$ cat src/rtl/accel_pkg.sv
// ---------------------------------------------------------------------------
// accel_pkg
// Shared definitions for the accelerometer sample path: the stored sample
// record, default widths and depth, and a small saturating-counter helper.
// No ports (package).
// ---------------------------------------------------------------------------
package accel_pkg;

  // Default axis word width and FIFO depth used across the accelerometer path
  localparam int ACCEL_DATA_W     = 16;
  localparam int ACCEL_FIFO_DEPTH = 16;

  // Width of the capture sequence number and of the drop statistics counter
  localparam int ACCEL_SEQ_W  = 8;
  localparam int ACCEL_DROP_W = 8;

  // One captured sample as it sits in the FIFO
  typedef struct packed {
    logic [ACCEL_DATA_W-1:0] x;
    logic [ACCEL_DATA_W-1:0] y;
    logic [ACCEL_DATA_W-1:0] z;
    logic [ACCEL_SEQ_W-1:0]  seq;
  } accel_sample_t;

  // Increment that sticks at all-ones instead of wrapping
  function automatic logic [ACCEL_DROP_W-1:0] sat_inc_drop(
    input logic [ACCEL_DROP_W-1:0] value
  );
    if (value == {ACCEL_DROP_W{1'b1}}) begin
      return value;
    end
    return value + ACCEL_DROP_W'(1);
  endfunction

endpackage

$ cat src/rtl/accel_fifo_mem.sv
// ---------------------------------------------------------------------------
// accel_fifo_mem
// Sample storage for the accelerometer FIFO: one synchronous write port and
// one combinational (asynchronous) read port. Contents are never reset, so
// the array maps onto plain registers or distributed/MLAB memory.
//
// Ports
//   clk      in   clock
//   wr_en    in   write strobe, stores wr_data at wr_addr on the rising edge
//   wr_addr  in   ADDR_W  write address
//   wr_data  in   WIDTH   packed sample record to store
//   rd_addr  in   ADDR_W  read address
//   rd_data  out  WIDTH   record at rd_addr, available in the same cycle
// ---------------------------------------------------------------------------
module accel_fifo_mem
  import accel_pkg::*;
#(
  parameter int WIDTH  = 3 * ACCEL_DATA_W + ACCEL_SEQ_W,
  parameter int DEPTH  = ACCEL_FIFO_DEPTH,
  parameter int ADDR_W = $clog2(DEPTH)
) (
  input  logic              clk,
  input  logic              wr_en,
  input  logic [ADDR_W-1:0] wr_addr,
  input  logic [WIDTH-1:0]  wr_data,
  input  logic [ADDR_W-1:0] rd_addr,
  output logic [WIDTH-1:0]  rd_data
);

  logic [WIDTH-1:0] mem [DEPTH];

  // Single write port. No reset on purpose: keeping the array reset-free is
  // what lets synthesis pack it into distributed memory.
  always_ff @(posedge clk) begin
    if (wr_en) begin
      mem[wr_addr] <= wr_data;
    end
  end

  // Combinational read so the head entry can fall through to the outputs
  // without a read-latency cycle.
  assign rd_data = mem[rd_addr];

endmodule

$ cat src/rtl/accel_sample_fifo.sv
// ---------------------------------------------------------------------------
// accel_sample_fifo
// First-word-fall-through FIFO that captures filtered accelerometer samples.
// A sample is pushed once per rising edge of sample_valid and tagged with an
// 8-bit capture sequence number. When the FIFO is full the new sample is
// dropped and recorded in a sticky overflow flag and a saturating counter.
//
// Ports
//   clk            in   system clock
//   rst            in   synchronous active-high reset
//   sample_valid   in   new-sample strobe (may be several cycles wide)
//   x_in/y_in/z_in in   DATA_W axis data, stable while sample_valid is high
//   rd_pop         in   consume the head entry
//   clr_ovf        in   clear overflow and drop_cnt
//   rd_valid       out  FIFO non-empty, head data valid
//   rd_x/rd_y/rd_z out  DATA_W head axis data (0 while empty)
//   rd_seq         out  8-bit head sequence number (0 while empty)
//   count          out  occupancy, $clog2(DEPTH)+1 bits
//   overflow       out  sticky: a sample has been dropped
//   drop_cnt       out  dropped-sample count, saturates at 255
// ---------------------------------------------------------------------------
module accel_sample_fifo
  import accel_pkg::*;
#(
  parameter int DEPTH  = ACCEL_FIFO_DEPTH,
  parameter int DATA_W = ACCEL_DATA_W
) (
  input  logic                     clk,
  input  logic                     rst,
  input  logic                     sample_valid,
  input  logic [DATA_W-1:0]        x_in,
  input  logic [DATA_W-1:0]        y_in,
  input  logic [DATA_W-1:0]        z_in,
  input  logic                     rd_pop,
  input  logic                     clr_ovf,
  output logic                     rd_valid,
  output logic [DATA_W-1:0]        rd_x,
  output logic [DATA_W-1:0]        rd_y,
  output logic [DATA_W-1:0]        rd_z,
  output logic [ACCEL_SEQ_W-1:0]   rd_seq,
  output logic [$clog2(DEPTH):0]   count,
  output logic                     overflow,
  output logic [ACCEL_DROP_W-1:0]  drop_cnt
);

  localparam int PTR_W   = $clog2(DEPTH);
  localparam int CNT_W   = PTR_W + 1;
  localparam int ENTRY_W = 3 * DATA_W + ACCEL_SEQ_W;
  localparam logic [CNT_W-1:0] FULL_COUNT = CNT_W'(DEPTH);

  // Strobe edge detection
  logic sv_prev;
  logic armed;
  logic push_req;

  // Pointer / occupancy state
  logic [PTR_W-1:0] wr_ptr;
  logic [PTR_W-1:0] rd_ptr;
  logic [CNT_W-1:0] count_q;
  logic [ACCEL_SEQ_W-1:0] seq_q;

  // Statistics
  logic overflow_q;
  logic [ACCEL_DROP_W-1:0] drop_q;

  // Per-cycle decisions
  logic is_empty;
  logic is_full;
  logic do_pop;
  logic do_write;
  logic do_drop;

  // Storage interface
  logic [ENTRY_W-1:0] wr_entry;
  logic [ENTRY_W-1:0] head_entry;

  // A push is a rising edge of sample_valid. The armed bit covers the reset
  // release case: a strobe that was already high while rst was asserted is
  // not a new sample, so we wait for it to drop before accepting edges again.
  assign push_req = sample_valid & ~sv_prev & armed;

  assign is_empty = (count_q == '0);
  assign is_full  = (count_q == FULL_COUNT);

  // A pop on an empty FIFO is ignored. Because do_pop only exists when there
  // is an entry, push+pop while full frees the slot the push then reuses.
  assign do_pop   = rd_pop & ~is_empty;
  assign do_write = push_req & (~is_full | do_pop);
  assign do_drop  = push_req & is_full & ~do_pop;

  assign wr_entry = {x_in, y_in, z_in, seq_q};

  accel_fifo_mem #(
    .WIDTH  (ENTRY_W),
    .DEPTH  (DEPTH),
    .ADDR_W (PTR_W)
  ) u_mem (
    .clk     (clk),
    .wr_en   (do_write),
    .wr_addr (wr_ptr),
    .wr_data (wr_entry),
    .rd_addr (rd_ptr),
    .rd_data (head_entry)
  );

  // Edge-detection history. During reset the history is cleared, and armed
  // captures whether the strobe is currently low, which is what decides if
  // the first high level after release may count as a rising edge.
  always_ff @(posedge clk) begin
    if (rst) begin
      sv_prev <= 1'b0;
      armed   <= ~sample_valid;
    end else begin
      sv_prev <= sample_valid;
      if (!sample_valid) begin
        armed <= 1'b1;
      end
    end
  end

  // Read/write pointers and occupancy. Pointers are log2(DEPTH) wide so they
  // wrap naturally; count carries the extra bit that tells full from empty.
  always_ff @(posedge clk) begin
    if (rst) begin
      wr_ptr  <= '0;
      rd_ptr  <= '0;
      count_q <= '0;
    end else begin
      if (do_write) begin
        wr_ptr <= wr_ptr + PTR_W'(1);
      end
      if (do_pop) begin
        rd_ptr <= rd_ptr + PTR_W'(1);
      end
      case ({do_write, do_pop})
        2'b10:   count_q <= count_q + CNT_W'(1);
        2'b01:   count_q <= count_q - CNT_W'(1);
        default: count_q <= count_q;
      endcase
    end
  end

  // Capture sequence number advances on every push attempt, including the
  // ones that get dropped, so gaps in rd_seq reveal lost samples downstream.
  always_ff @(posedge clk) begin
    if (rst) begin
      seq_q <= '0;
    end else if (push_req) begin
      seq_q <= seq_q + ACCEL_SEQ_W'(1);
    end
  end

  // Overflow statistics. A clear in the same cycle as a drop takes priority,
  // so that drop never shows up in the counters.
  always_ff @(posedge clk) begin
    if (rst) begin
      overflow_q <= 1'b0;
      drop_q     <= '0;
    end else if (clr_ovf) begin
      overflow_q <= 1'b0;
      drop_q     <= '0;
    end else if (do_drop) begin
      overflow_q <= 1'b1;
      drop_q     <= sat_inc_drop(drop_q);
    end
  end

  // Head data falls straight through from storage. While empty the outputs
  // are forced to zero, which also hides the unreset storage contents.
  always_comb begin
    rd_valid = ~is_empty;
    rd_x     = '0;
    rd_y     = '0;
    rd_z     = '0;
    rd_seq   = '0;
    if (!is_empty) begin
      rd_x   = head_entry[ENTRY_W-1 -: DATA_W];
      rd_y   = head_entry[ENTRY_W-1-DATA_W -: DATA_W];
      rd_z   = head_entry[ENTRY_W-1-2*DATA_W -: DATA_W];
      rd_seq = head_entry[ACCEL_SEQ_W-1:0];
    end
  end

  assign count    = count_q;
  assign overflow = overflow_q;
  assign drop_cnt = drop_q;

endmodule

$ cat config.mk
export PLATFORM = sky130hd
export DESIGN_NAME = accel_sample_fifo
export DESIGN_NICKNAME = d
export VERILOG_FILES = /design/src/rtl/accel_pkg.sv /design/src/rtl/accel_fifo_mem.sv /design/src/rtl/accel_sample_fifo.sv
export SDC_FILE = /design/constraint.sdc
export NUM_CORES = 1
export LEC_CHECK = 0
export CORE_MARGIN = 2
export CORE_UTILIZATION = 40
export DETAILED_ROUTE_END_ITERATION = 16
export SETUP_SLACK_MARGIN = 0.4
export SYNTH_ARGS = -nofsm -noshare
export SYNTH_HDL_FRONTEND = slang
export SYNTH_SLANG_ARGS = --single-unit
$ cat constraint.sdc
create_clock -name clk -period 14.5 [get_ports clk]
set_input_delay 3.625 -clock clk [delete_from_list [all_inputs] [get_ports clk]]
set_output_delay 3.625 -clock clk [all_outputs]
set_load 0.02 [all_outputs]
# Word level (Yosys, flattened, before mapping)
# Memories as Yosys holds them, arrays and structs flattened. A register that Yosys moved wholly into a read port is not among the register bits.
# Index checks and enable logic that the tools add are counted.
[totals] n_memories=1 elab_cells=53 register_bits=32 ram_bits=896 inputBits=53
[op_classes] addsub=6 muxes=16 reduce_logical=4 n_eq_ne=6 bitwise=12
[memory_table] memory="u_mem.mem" words=16 word_bits=56 read_ports=1 rd_clocked_by_memory_dff=1 write_ports=1 line="accel_fifo_mem.sv:30" source="logic [WIDTH-1:0] mem [DEPTH];"
[op_table] cell="16-bit two-way mux" count=3
[op_table] cell="8-bit by 1-bit adder with 8-bit output, second input constant" count=2
[op_table] cell="8-bit two-way mux" count=2
[op_table] cell="5-bit case mux with 2 select lines" count=1
[op_table] cell="4-bit by 1-bit adder with 4-bit output, second input constant" count=2
[op_table] cell="8-bit == test, second input constant" count=1
[op_table] cell="1-bit two-way mux" count=8
[op_table] cell="4-bit two-way mux" count=2
[op_table] cell="1-bit AND" count=6
[op_table] cell="5-bit by 1-bit adder with 5-bit output, second input constant" count=1
[op_table] cell="5-bit == test, second input constant" count=1
[op_table] cell="5-bit zero test" count=1
[op_table] cell="1-bit inverter" count=5
[op_table] cell="5-bit by 1-bit subtractor with 5-bit output, second input constant" count=1
[op_table] cell="2-bit != test, second input constant" count=2
[op_table] cell="2-bit by 1-bit == test with 1-bit output, second input constant" count=1
[op_table] cell="2-bit == test, second input constant" count=1
[op_table] cell="2-bit AND reduction" count=1
[op_table] cell="2-bit nonzero test" count=1
[op_table] cell="2-bit OR reduction" count=1
[op_table] cell="1-bit OR" count=1

# Depth between registers and ports, before layout
# Gate-level depths: netlist of run 1.
[logic_depth] depth_word=10 ltp_mapped=9 mapped_depth_nobuf=8

# Cells and area by module
# Synthesis of run 1 repeated with hierarchy kept, for this count alone.
[unflattened] hier_cells=1625 hier_area_um2=35500.3
[modules_own_cells] module="accel_fifo_mem" seq_area_each_um2=26905.8 n_inst=1 cells_per_inst=1389 area_each_um2=33557.2
[modules_own_cells] module="accel_sample_fifo" seq_area_each_um2=650.6 n_inst=1 cells_per_inst=236 area_each_um2=1943.1

# Worst setup path before layout of run 1
# OpenSTA, ideal clock, no wires.
[synth_timing] path_type="input to register" startpoint="input sample_valid" endpoint="memory u_mem.mem[3][0] (netlist name) (enable)" t_arrival_ns=8.124 n_path_buf=0 t_required_ns=13.961 path_slack_ns=5.837 stages=4 cell_sequence="nand3b_1 a21oi_2 nand2_1 nor3_1"
[synth_between] elab_chain_cells=5
[synth_lines] item="start: declaration" line="accel_sample_fifo.sv:30" source="input logic sample_valid,"
[synth_lines] item="1-bit AND (2 in series)" line="accel_sample_fifo.sv:80" source="assign push_req = sample_valid & ~sv_prev & armed;"
[synth_lines] item="1-bit AND" line="accel_sample_fifo.sv:88" source="assign do_write = push_req & (~is_full | do_pop);"
[synth_lines] item="1-bit two-way mux" line="accel_fifo_mem.sv:35" source="if (wr_en) begin"
[synth_lines] item="1-bit two-way mux (implied by the code)" line="accel_fifo_mem.sv:36" source="mem[wr_addr] <= wr_data;"
[synth_lines] item="end: declaration" line="accel_fifo_mem.sv:30"
# No other way between the ends.

==> out/qor.txt, run 1 <==
signed area change from the synthesized netlist to the final layout - 15.72%
cell count after synthesis - 1495
global router's overall resource usage - 0.1731
post-CTS setup-driven buffer insertion count - 0
clock transition at the registers of the reported paths - 60 ps
Crit Path Class - reg2out
first-pass iteration count of the detailed router - 5
Clk Tree Root Cell - clkbuf_16
final number of max-transition violations - 0
die height - 303.9 um
number of rows in the core area - 109
setup TNS - 0 ps
Crit path largest cell delay - 890 ps
Fin. Hold Viols - 0
top-level I/O count - 124
per-instance average area after synthesis - 24.06 um^2
cts bufs inserted - 95
largest net degree at the start of global routing - 77
Post-Synthesis Net Count - 1556
H-tree levels - 3
Worst Setup Slack, final - 6080 ps
post-detailed-route DRC marker count - 0
pwr/cell area - 164.5 mW/mm^2
Worst Clk Skew - 32.73 ps
standby leakage power - 12.54 nW
instance area after placement - 0.03848 mm^2
TritonCTS Sinks - 932
clk_lat worst skew - 660 ps
PortBufs - 123
fin crit share - 0.5807
shortest clock period the worst path allows after layout - 8420 ps
post-route cell area - 0.04163 mm^2
Yosys cell types - 42
EDFF count, synth - 897
count of cells resized by post-cts repair - 0
number of global-route vias before repair - 17280
Worst Path Arrival - 4790 ps
outcome - complete, no violations
Post-synth ARST share - 0
ordered cell list for the critical path - buf_4 > buf_4 > mux4_2 > mux4_2 > and2_1 > clkdlybuf4s50_1
number of inserted filler cells in the final layout - 7152
Final Power - 6.847 mW
number of failing setup endpoints in the final timing report - 0
critical path peak fanout - 71
aggregate global routing overflow - 0
most frequently used flop master after synthesis - edfxtp_1
buffer depth of the longest clock path - 3
Post-DP HPWL - 37950 um
share of cells above drive strength 1 - 0.2381
proportion of synthesized chip area in sequential cells - 0.7682
startpoint kind of the worst setup timing path - register
synthesized cell area - 0.03597 mm^2
vias post-DR - 16170
max capacitance violation total - 0
drt first-iter violations - 1468
unrepaired setup endpoints after global routing - no
antenna violations before repair - 6
placeable core region - 0.08878 mm^2
routed wire length - 79550 um
Worst VDD drop - 0.09815 mV
Setup crit end kind - output port
TritonCTS clock tree - done
final std cells w/o fill - 2913
Die Width - 303.9 um
number of warnings issued by yosys - 0
cell at the slowest stage of the critical path - buf_4
Inst Count DP - 2738
maximum frequency from static timing analysis - 118.8 MHz
detailed-route vias per instance - 5.550
hold bufs inserted after CTS - 0
worst slack on hold paths - 459.7 ps
die area - 0.09235 mm^2
count of nets after finishing - 1731
Max-Slew Margin vs Limit - 0.2304
wire length of the first global-routing pass - 117100 um
Avg WL per Cell - 27.31 um
number of nets still failing antenna checks after routing - 0
register bit total from synthesis - 932
routability congestion estimate - 0.7057
initial cell density of the core - 0.4052
classification of the worst-slack hold path - reg2reg
Util after Layout - 0.4689
required time of the critical path - 10880 ps
Placement Setup Slack - 6734 ps
slew at the pin closest to its max-slew limit - 1154 ps
[registers in the layout, indices dropped and copies added, names as in the netlist, named ones only]
register	count
u_mem.mem	896
armed	1
sv_prev	1
seq_q	8
drop_cnt	8
count	5
wr_ptr	4
overflow	1
rd_ptr	4
[worst paths after layout]
path	cells past startpoint	from	slack, ps	endpoint
hold reg to reg	2	overflow	460	overflow
setup / recovery	6	register	6080	rd_x[11]
hold / removal	2	overflow	460	overflow
setup reg to reg	5	sv_prev	10990	u_mem.mem[11][45]
[cells in the final DEF, fill, tap and decap left out, types with 3 or more instances in the layout]
master           synthesis  routed
nor4_1                   3       3
clkbuf_1                40      16
xor2_1                  11      11
clkinv_2                 0      14
clkinv_1                 0      23
mux4_2                 223     223
nor3_1                   8       4
or3_1                    3       3
inv_1                    4       4
bufinv_16                0       8
nand2b_1                 4       3
ha_1                     8       8
buf_4                    0      31
nand4_1                  4       4
nor3_2                   0       4
clkdlybuf4s50_1          0     123
and2_1                  56      56
a21oi_1                  8       8
clkbuf_16                0      96
nor2_4                   0      12
nor2b_1                  3       3
xnor2_1                  9       9
clkinvlp_4               0       4
nand2_1                 14      14
dfxtp_4                  0       4
clkbuf_8                 0       4
mux4_1                  57      57
clkinv_16                0       5
nor2_1                  39      27
dfxtp_1                 35      31
edfxtp_1               897     897
o21ai_0                  4       4
nand3_1                 10      10
[Yosys cell counts, types with 7 or more instances]
cell type / instances / area (um^2)
a21oi_1: 8 / 40.04
xor2_1: 11 / 96.34
mux4_2: 223 / 5022
mux4_1: 57 / 1498
nand2_1: 14 / 52.55
buf_2: 13 / 65.06
edfxtp_1: 897 / 26940
ha_1: 8 / 100.1
nand3_1: 10 / 50.05
nor3_1: 8 / 40.04
and2_1: 56 / 350.3
clkbuf_1: 40 / 150.1
xnor2_1: 9 / 78.83
nor2_1: 39 / 146.4
dfxtp_1: 35 / 700.7
buf_6: 7 / 78.83
buf_12: 11 / 220.2
[report_power, final]
part / leakage (nW) / total, mW / switching, mW / internal (mW)
Clock: 1.52 / 2.41 / 1.02 / 1.39
Combinational: 2.71 / 1.40 / 0.710 / 0.687
Sequential: 8.32 / 3.04 / 0.0590 / 2.98
Total: 12.5 / 6.85 / 1.79 / 5.06
[final cells by class]
class / count / area [um^2] / area share
multi-input cells: 483 / 7891 / 0.1896
clock inverters: 58 / 630.6 / 0.01515
clock buffers: 116 / 2517 / 0.06047
flip-flops and latches: 932 / 27650 / 0.6642
repair buffers: 154 / 1464 / 0.03516
inverters: 4 / 15.01 / 0.0003607
well taps: 1165 / 1458 / 0.03501
diodes: 1 / 2.502 / 0.00006011
[critical path: cells and delay by family (launching register included)]
family | cells | cell delay, ps
DFF | 1 | 730
muxes | 2 | 950
buffers and inverters | 3 | 2050
and+or+nand+nor | 1 | 240
[per-layer routing]
layer | global-route usage | share of wire
met5 | 0 | 0.00048
met4 | 0.04281 | 0.019
met3 | 0.03656 | 0.060
met2 | 0.2866 | 0.50
met1 | 0.2357 | 0.42
[kinds of logic after synthesis]
kind of cell             count (synthesis)  synth area share
flip-flops                             932            0.7682
adder cells (fa/ha/maj)                  8          0.002783
XOR/XNOR                                20          0.004869
AO/OA/AOI/OAI                           20          0.003826
AND/OR/NAND/NOR                        152           0.02264
multiplexers                           283            0.1821
buffers and inverters                   80           0.01555
Power figures use the tool's default switching activity.
==> inputs of run 2 (changes only) <==
==> constraint.sdc (replaced) <==
create_clock -name clk -period 8.85 [get_ports clk]
set_input_delay 2.2125 -clock clk [delete_from_list [all_inputs] [get_ports clk]]
set_output_delay 2.2125 -clock clk [all_outputs]
set_load 0.02 [all_outputs]
==> out/qor.txt, run 2 (synthesis gave the netlist of run 1 again) <==
startpoint kind of the worst setup timing path - register (unchanged)
register with the highest flop count - u_mem.mem (unchanged)
largest net degree at the start of global routing - 125 (was 77)
Util after Layout - 0.4675 (was 0.4689)
pwr/cell area - 266.4 mW/mm^2 (was 164.5 mW/mm^2)
number of nets still failing antenna checks after routing - 0 (unchanged)
Worst VDD drop - 0.2140 mV (was 0.09815 mV)
post-CTS setup-driven buffer insertion count - 0 (unchanged)
die height - 303.9 um (unchanged)
die area - 0.09235 mm^2 (unchanged)
TritonCTS clock tree - done (unchanged)
PortBufs - 123 (unchanged)
cts bufs inserted - 95 (unchanged)
drt first-iter violations - 1338 (was 1468)
detailed-route vias per instance - 5.513 (was 5.550)
final std cells w/o fill - 2920 (was 2913)
Setup crit end kind - output port (unchanged)
first-pass iteration count of the detailed router - 5 (unchanged)
reg-to-reg critical path startpoint - count[1] (was sv_prev)
wire length of the first global-routing pass - 116200 um (was 117100 um)
required time of the critical path - 6640 ps (was 10880 ps)
initial cell density of the core - 0.4052 (unchanged)
commonest cells after routing, fill and taps aside - edfxtp_1 (897), mux4_2 (223), clkdlybuf4s50_1 (123) (unchanged)
TritonCTS Sinks - 932 (unchanged)
Avg WL per Cell - 27.10 um (was 27.31 um)
Crit path largest cell delay - 850 ps (was 890 ps)
top-level I/O count - 124 (unchanged)
cell at the slowest stage of the critical path - dfxtp_4 (was buf_4)
slew at the pin closest to its max-slew limit - 1078 ps (was 1154 ps)
unrepaired setup endpoints after global routing - no (unchanged)
Max-Slew Margin vs Limit - 0.2797 (was 0.2304)
hold bufs inserted after CTS - 0 (unchanged)
max capacitance violation total - 0 (unchanged)
Worst Clk Skew - 25.72 ps (was 32.73 ps)
Worst Path Arrival - 4120 ps (was 4790 ps)
flip-flop count of the largest register, all copies and words added - 896 (unchanged)
shortest clock period the worst path allows after layout - 6331 ps
count of nets after finishing - 1738 (was 1731)
post-detailed-route DRC marker count - 0 (unchanged)
H-tree levels - 3 (unchanged)
Post-DP HPWL - 39400 um (was 37950 um)
vias post-DR - 16100 (was 16170)
Fin. Hold Viols - 0 (unchanged)
routability congestion estimate - 0.6942 (was 0.7057)
setup TNS - 0 ps (unchanged)
ordered cell list for the critical path - buf_12 > mux4_1 > mux4_2 > and2_1 > clkdlybuf4s50_1 (was buf_4 > buf_4 > mux4_2 > mux4_2 > and2_1 > clkdlybuf4s50_1)
number of rows in the core area - 109 (unchanged)
maximum frequency from static timing analysis - 158.0 MHz
global router's overall resource usage - 0.1715 (was 0.1731)
worst min-delay path startpoint - overflow (unchanged)
signed area change from the synthesized netlist to the final layout - 15.38% (was 15.72%)
routed wire length - 79130 um (was 79550 um)
critical path peak fanout - 88 (was 71)
standby leakage power - 12.52 nW (was 12.54 nW)
outcome - complete, no violations (unchanged)
clk_lat worst skew - 650 ps (was 660 ps)
clock transition at the registers of the reported paths - 60 ps (about the same)
Crit Path Class - reg2out (unchanged)
final number of max-transition violations - 0 (unchanged)
buffer depth of the longest clock path - 3 (unchanged)
number of global-route vias before repair - 17350 (was 17280)
share of cells above drive strength 1 - 0.2412 (was 0.2381)
Clk Tree Root Cell - clkbuf_16 (unchanged)
aggregate global routing overflow - 0 (unchanged)
antenna violations before repair - 5 (was 6)
number of failing setup endpoints in the final timing report - 0 (unchanged)
Die Width - 303.9 um (unchanged)
most common cell after layout, fill and taps aside - edfxtp_1 (unchanged)
placeable core region - 0.08878 mm^2 (unchanged)
count of cells resized by post-cts repair - 0 (unchanged)
fin crit share - 0.7153
Inst Count DP - 2745 (was 2738)
classification of the worst-slack hold path - reg2reg (unchanged)
## run 2: worst paths after layout
path	depth (start not counted)	slack, ps	endpoint
worst max-delay path	5	2520	rd_seq[6]
worst min-delay path	2	460	overflow
worst max register to register	5	5570	u_mem.mem[7][44]
worst min register to register	2	460	overflow
## run 2: critical path, delay by kind of cell (launching register included)
family | cells | cell delay (ps)
buffers and inverters | 2 | 1200
and+or+nand+nor | 1 | 280
muxes | 2 | 1120
DFF | 1 | 850
## run 2: where the power goes
part | internal, mW | switching [mW]
combinational | 1.13 | 1.15
sequential | 4.88 | 0.0931
clock | 2.15 | 1.64
total | 8.17 | 2.89
## run 2: per-layer routing
layer	wire, um	up-vias	GRT usage	part of all wire
li1	-	6779	-	-
met2	40240	428	0.2915	0.51
met3	4190	115	0.03392	0.053
met1	33370	8770	0.2290	0.42
met4	1294	6	0.04015	0.016
met5	34	-	0	0.00043
## run 2: cell type report
class,instances,area (um^2)
antenna,1,2.502
clock inverter,57,456.7
tap,1165,1458
multi-input combinational,483,7891
fill,7182,47280
inverter,4,15.01
timing repair buffer,161,1541
clock buffer,117,2491
sequential,932,27650
## run 2: metrics by stage
| stage | worst slack [ps] | area, um^2 | power, mW | hold slack (ps) |
|---|---|---|---|---|
| after CTS | 2367 | 41500 | 11.20 | 467.9 |
| after global routing | 2266 | 41510 | 11.48 | 491.5 |
| after detailed placement | 3056 | 38560 | 7.414 | 452.3 |
| final | 2519 | 41510 | 11.06 | 460.8 |
| after global placement | 3063 | 38560 | 7.410 | 433.5 |
| after floorplan | 1599 | 35970 | 6.587 | 459.1 |
==> edit 1: new RTL, settings of run 2 <==
Register the inputs `sample_valid`, `x_in`, `y_in`, `z_in`, `rd_pop` and `clr_ovf` before use, with the module's reset. The logic sees them one clock later. Comments in the files are not updated.
--- a/src/rtl/accel_sample_fifo.sv
+++ b/src/rtl/accel_sample_fifo.sv
@@ -48,6 +48,31 @@
   localparam int ENTRY_W = 3 * DATA_W + ACCEL_SEQ_W;
   localparam logic [CNT_W-1:0] FULL_COUNT = CNT_W'(DEPTH);
 
+  logic sample_valid_q;
+  logic [DATA_W-1:0] x_q;
+  logic [DATA_W-1:0] y_q;
+  logic [DATA_W-1:0] z_q;
+  logic rd_pop_q;
+  logic clr_ovf_q;
+
+  always_ff @(posedge clk) begin
+    if (rst) begin
+      sample_valid_q <= '0;
+      x_q            <= '0;
+      y_q            <= '0;
+      z_q            <= '0;
+      rd_pop_q       <= '0;
+      clr_ovf_q      <= '0;
+    end else begin
+      sample_valid_q <= sample_valid;
+      x_q            <= x_in;
+      y_q            <= y_in;
+      z_q            <= z_in;
+      rd_pop_q       <= rd_pop;
+      clr_ovf_q      <= clr_ovf;
+    end
+  end
+
   // Strobe edge detection
   logic sv_prev;
   logic armed;
@@ -77,18 +102,18 @@
   // A push is a rising edge of sample_valid. The armed bit covers the reset
   // release case: a strobe that was already high while rst was asserted is
   // not a new sample, so we wait for it to drop before accepting edges again.
-  assign push_req = sample_valid & ~sv_prev & armed;
+  assign push_req = sample_valid_q & ~sv_prev & armed;
 
   assign is_empty = (count_q == '0);
   assign is_full  = (count_q == FULL_COUNT);
 
   // A pop on an empty FIFO is ignored. Because do_pop only exists when there
   // is an entry, push+pop while full frees the slot the push then reuses.
-  assign do_pop   = rd_pop & ~is_empty;
+  assign do_pop   = rd_pop_q & ~is_empty;
   assign do_write = push_req & (~is_full | do_pop);
   assign do_drop  = push_req & is_full & ~do_pop;
 
-  assign wr_entry = {x_in, y_in, z_in, seq_q};
+  assign wr_entry = {x_q, y_q, z_q, seq_q};
 
   accel_fifo_mem #(
     .WIDTH  (ENTRY_W),
@@ -109,10 +134,10 @@
   always_ff @(posedge clk) begin
     if (rst) begin
       sv_prev <= 1'b0;
-      armed   <= ~sample_valid;
+      armed   <= ~sample_valid_q;
     end else begin
-      sv_prev <= sample_valid;
-      if (!sample_valid) begin
+      sv_prev <= sample_valid_q;
+      if (!sample_valid_q) begin
         armed <= 1'b1;
       end
     end
@@ -156,7 +181,7 @@
     if (rst) begin
       overflow_q <= 1'b0;
       drop_q     <= '0;
-    end else if (clr_ovf) begin
+    end else if (clr_ovf_q) begin
       overflow_q <= 1'b0;
       drop_q     <= '0;
     end else if (do_drop) begin
Formal check against the unedited RTL: not equivalent (Yosys sat finds a counterexample within 4 cycles, from zero or initial values and one cycle with rst high).
==> edit 1 against run 2 <==
  * Design area increased by 4.2%
  * Wire length up 3.2%
  * Non-clock buffer count is 6 lower
  * Setup slack got worse by 0.19 ns
  * Sequential cell count increased by 51
  * Critical endpoint is now rd_y[3]
  * Area after synthesis rose by 3.9%
  * Highest routed layer is now met4
Power is not compared: it rests on default switching activity, and its combinational part moved more than twofold at a synthesized area within 25%.
==> edit 1: results (changes against run 2) <==
| Metric | Value |
|---|---|
| Number of global-route vias before repair | 17790 (was 17350) |
| Routed WL | 81.68 mm (was 79.13 mm) |
| Net Count, Synth | 1667 (was 1556) |
| Initial antenna violation count | 3 (was 5) |
| Final net count | 1840 (was 1738) |
| WS Path Type | reg2out (unchanged) |
| Maximum vdd drop | 0.0001728 V |
| Resize count post-CTS | 0 (unchanged) |
| CTS Buffer Depth | 3 (unchanged) |
| Seq/Total Area, Yosys | 76.70% (was 76.82%) |
| Iter 0 DRT Violations | 1564 (was 1338) |
| Final setup violating endpoints | 0 (unchanged) |
| Root Buffer | clkbuf_16 (unchanged) |
| Buffers on Ports | 123 (unchanged) |
| Largest net degree at the start of global routing | 78 (was 125) |
| Vias per std cell | 5.370 (was 5.513) |
| Top-area cell type share of the netlist area | 72.09% (was 74.87%) |
| TritonCTS buffer count | 98 (was 95) |
| Synth cell types | 40 (was 42) |
| First-pass GRT wire length | 119.0 mm (was 116.2 mm) |
| Crit Path Max Fanout | 50 (was 88) |
| Final Skew | 0.02154 ns (was 0.02572 ns) |
| Cell leakage power | 13.34 nW |
| Crit path DAT | 4.31 ns (was 4.12 ns) |
| DPL Wire Length | 39.87 mm (was 39.40 mm) |
| Hold wc startpoint | overflow (unchanged) |
| HP Class | reg2reg (unchanged) |
| Run status | finished, final reports clean (unchanged) |
| Async S/R FF share, synth | 0% (unchanged) |
| Slew HR | 19.38% (was 27.97%) |
| Fraction of layout cells with a size suffix above 1 | 23.02% (was 24.12%) |
| Antenna Cells | 0 (was 1) |
| Synth top area cells | edfxtp_1 72%, mux4_2 13%, dfxtp_1 4.6% (was edfxtp_1 75%, mux4_2 14%, mux4_1 4.2%) |
| Clock latency on the worst-skew pair | 0.66 ns |
| Top cells by count, synth | 897 x edfxtp_1, 219 x mux4_2, 86 x dfxtp_1 (was 897 x edfxtp_1, 223 x mux4_2, 57 x mux4_1) |
| Gpl congestion | 0.6954 (was 0.6942) |
| GRT Total Usage | 17.23% (was 17.15%) |
| DR pass1 iterations | 5 (unchanged) |
edit 1: cell types whose count changed in the layout (fill, tap and decap cells not counted), sizes merged, moves of 5 or more:
cell,run 2,this run
clkbuf,117,128
buf,38,33
nor2b,3,54
bufinv,5,10
clkinvlp,3,9
dfxtp,35,86
clkinv,42,34
edit 1: area by class of cell:
type                            count  area [µm²]
Fill cell                        7535       49660
Sequential cell                   983       28670
Multi-Input combinational cell    536        8243
Clock buffer                      128        2638
Tap cell                         1254        1569
Timing Repair Buffer              155        1506
Clock inverter                     57       600.6
Inverter                            5       18.77
edit 1: logic make-up (layout without fill, tap and decap cells):
| logic type | Yosys count | in the layout | synth area share, % |
|---|---|---|---|
| DFF | 983 | 983 | 76.70 |
| muxes | 284 | 284 | 17.60 |
| adders and majority gates | 8 | 8 | 0.2679 |
| buffers and inverters | 87 | 345 | 1.557 |
| AOI/OAI and AO/OA | 17 | 17 | 0.3148 |
| and+or+nand+nor | 207 | 207 | 3.091 |
| xor gates and xnor gates | 20 | 20 | 0.4688 |
edit 1: metrics by stage:
step / total power [mW] / utilization [%] / cell area [µm²] / setup WS, ns / std cells
floorplan: 5.575 / - / 37360 / 3.117 / 1606
global placement: 5.772 / 43.06 / 40010 / 2.960 / 2933
detailed placement: 5.782 / 43.06 / 40010 / 2.897 / 2933
CTS: 9.905 / 46.55 / 43250 / 2.181 / 3118
global route: 10.12 / 46.55 / 43250 / 2.079 / 3118
finish: 9.808 / 46.55 / 43250 / 2.327 / 3118
edit 1: power by group:
part           switching (mW)  total, mW  internal [mW]
combinational           0.247      0.508          0.261
clock                    1.73       4.14           2.41
sequential             0.0702       5.16           5.09
edit 1: path summary, 6_finish.rpt:
kind,end,slack (ns),cells past startpoint
max,rd_y[3],2.33,5
max reg2reg,u_mem.mem[9][46],5.23,5
min,overflow,0.45,2
min reg2reg,overflow,0.45,2
edit 1: metal layers:
metal  global-route usage [%]  routed length (µm)  share of wire (%)  up-vias
li1                         -                   -                  -     7096
met1                    23.41               34810                 43     9010
met2                    28.83               40660                 50      523
met3                    2.691                4478                5.5      115
met4                    5.182                1722                2.1        0
met5                        0                   0                  0        -
edit 1: worst max-delay path: stages (launching register included):
cell,delay (ns)
dfxtp_4,1.03
buf_4,0.64
mux4_1,0.65
mux4_2,0.54
and2_1,0.20
clkdlybuf4s50_1,0.55
==> edit 2: new RTL, flow settings as in run 2 <==
Without the edit above. Set the package constant `ACCEL_DROP_W` to 9 (it was 8).
--- a/src/rtl/accel_pkg.sv
+++ b/src/rtl/accel_pkg.sv
@@ -12,7 +12,7 @@
 
   // Width of the capture sequence number and of the drop statistics counter
   localparam int ACCEL_SEQ_W  = 8;
-  localparam int ACCEL_DROP_W = 8;
+  localparam int ACCEL_DROP_W = 9;
 
   // One captured sample as it sits in the FIFO
   typedef struct packed {
Interface: changed (resized drop_cnt); port bits go from 124 to 125. The function was not compared with the original's and may differ.
==> edit 2 against run 2 <==
  * Area after synthesis about the same
  * First-iteration DRC count is 4.3% higher
  * Setup slack got worse by 0.067 ns
  * Wire length fell by 4.4%
  * Total power fell by 8.5%
  * Hold slack improved by 0.027 ns
  * Global-route usage shrank 0.81 points
  * Combinational power decreased by 36%
  * Design area fell by 0.24%
  * Sequential cell count increased by 1
  * Critical path depth did not move
  * Critical endpoint is now rd_x[10]
  * Highest routed layer is now met4
==> edit 2: results (changes against run 2) <==
| Metric | Value |
|---|---|
| Run status | finished, final reports clean (unchanged) |
| Cells after synthesis | 1499 (was 1495) |
| Gpl congestion | 0.7154 (was 0.6942) |
| Grt met3 use | 2.723% (was 3.392%) |
| Multi-input gate count | 488 (was 483) |
| Layout non-clock buf frac | 3.626% (was 3.714%) |
| Adder-Cell Fraction of Synth Area | 0.3127% (was 0.2782%) |
| Placed Instances | 2752 (was 2745) |
| Placed Area | 0.03857 mm² (was 0.03856 mm²) |
| R2R Path Start | sv_prev (was count[1]) |
| Iter 0 DRT Violations | 1395 (was 1338) |
| Crit path DAT | 4.19 ns (was 4.12 ns) |
| Routed len/inst | 26.00 µm (was 27.10 µm) |
| Seq/Total Area, Yosys | 76.81% (was 76.82%) |
| Area occupied by registers | 0.02767 mm² (was 0.02765 mm²) |
| Crit Path Max Fanout | 40 (was 88) |
| Net Count, Synth | 1561 (was 1556) |
| Clock buf count | 116 (was 117) |
| Least-Margin Pin Slew | 1.223 ns (was 1.078 ns) |
| Register-to-register path setup slack | 5.15 ns (was 5.57 ns) |
| Fillcell total | 7245 (was 7182) |
| Final Skew | 0.01868 ns (was 0.02572 ns) |
| Synth top area cells | edfxtp_1 75%, mux4_2 14%, mux4_1 4.2% (unchanged) |
| Number of global-route vias before repair | 16800 (was 17350) |
| Nonclk inv count | 3 (was 4) |
| Mux share of post-synthesis cell area | 18.19% (was 18.21%) |
| Seq cells post-synth | 933 (was 932) |
| Maximum vdd drop | 0.0001716 V (was 0.0002140 V) |
| Initial antenna violation count | 3 (was 5) |
| Xor/xnor cell area share of the yosys netlist | 0.5351% (was 0.4869%) |
| Post-Place Setup Slack | 2.711 ns (was 3.056 ns) |
-- edit 2: cell count changes after synthesis, sizes merged, moves of 3 or more --
| cell | change |
|---|---|
| a31oi | +3 |
| and3 | +4 |
| buf | -4 |
| clkbuf | +3 |
| nand4 | +3 |
| nor2 | +5 |
| nor4 | -4 |
| xnor2 | -5 |
| xor2 | +7 |
-- edit 2: cells by family (layout without fill, tap and decap cells) --
group | count (synthesis) | in the layout
and+or+nand+nor | 155 | 155
xor gates and xnor gates | 22 | 22
AOI/OAI and AO/OA | 19 | 19
buffers and inverters | 78 | 313
DFF | 933 | 933
other | 0 | 1
adders and majority gates | 9 | 9
muxes | 283 | 283
-- edit 2: layer usage --
layer	vias to the layer above	part of all wire (%)	routed length [µm]
li1	6758	-	-
met1	8589	43	32830
met2	423	50	37940
met5	-	0	0
met4	0	1.5	1171
met3	83	4.9	3725
-- edit 2: power breakdown --
group	leakage, nW	internal, mW	switching [mW]
Clock	1.37	2.13	1.58
Combinational	2.75	0.715	0.754
Sequential	8.32	4.87	0.0674
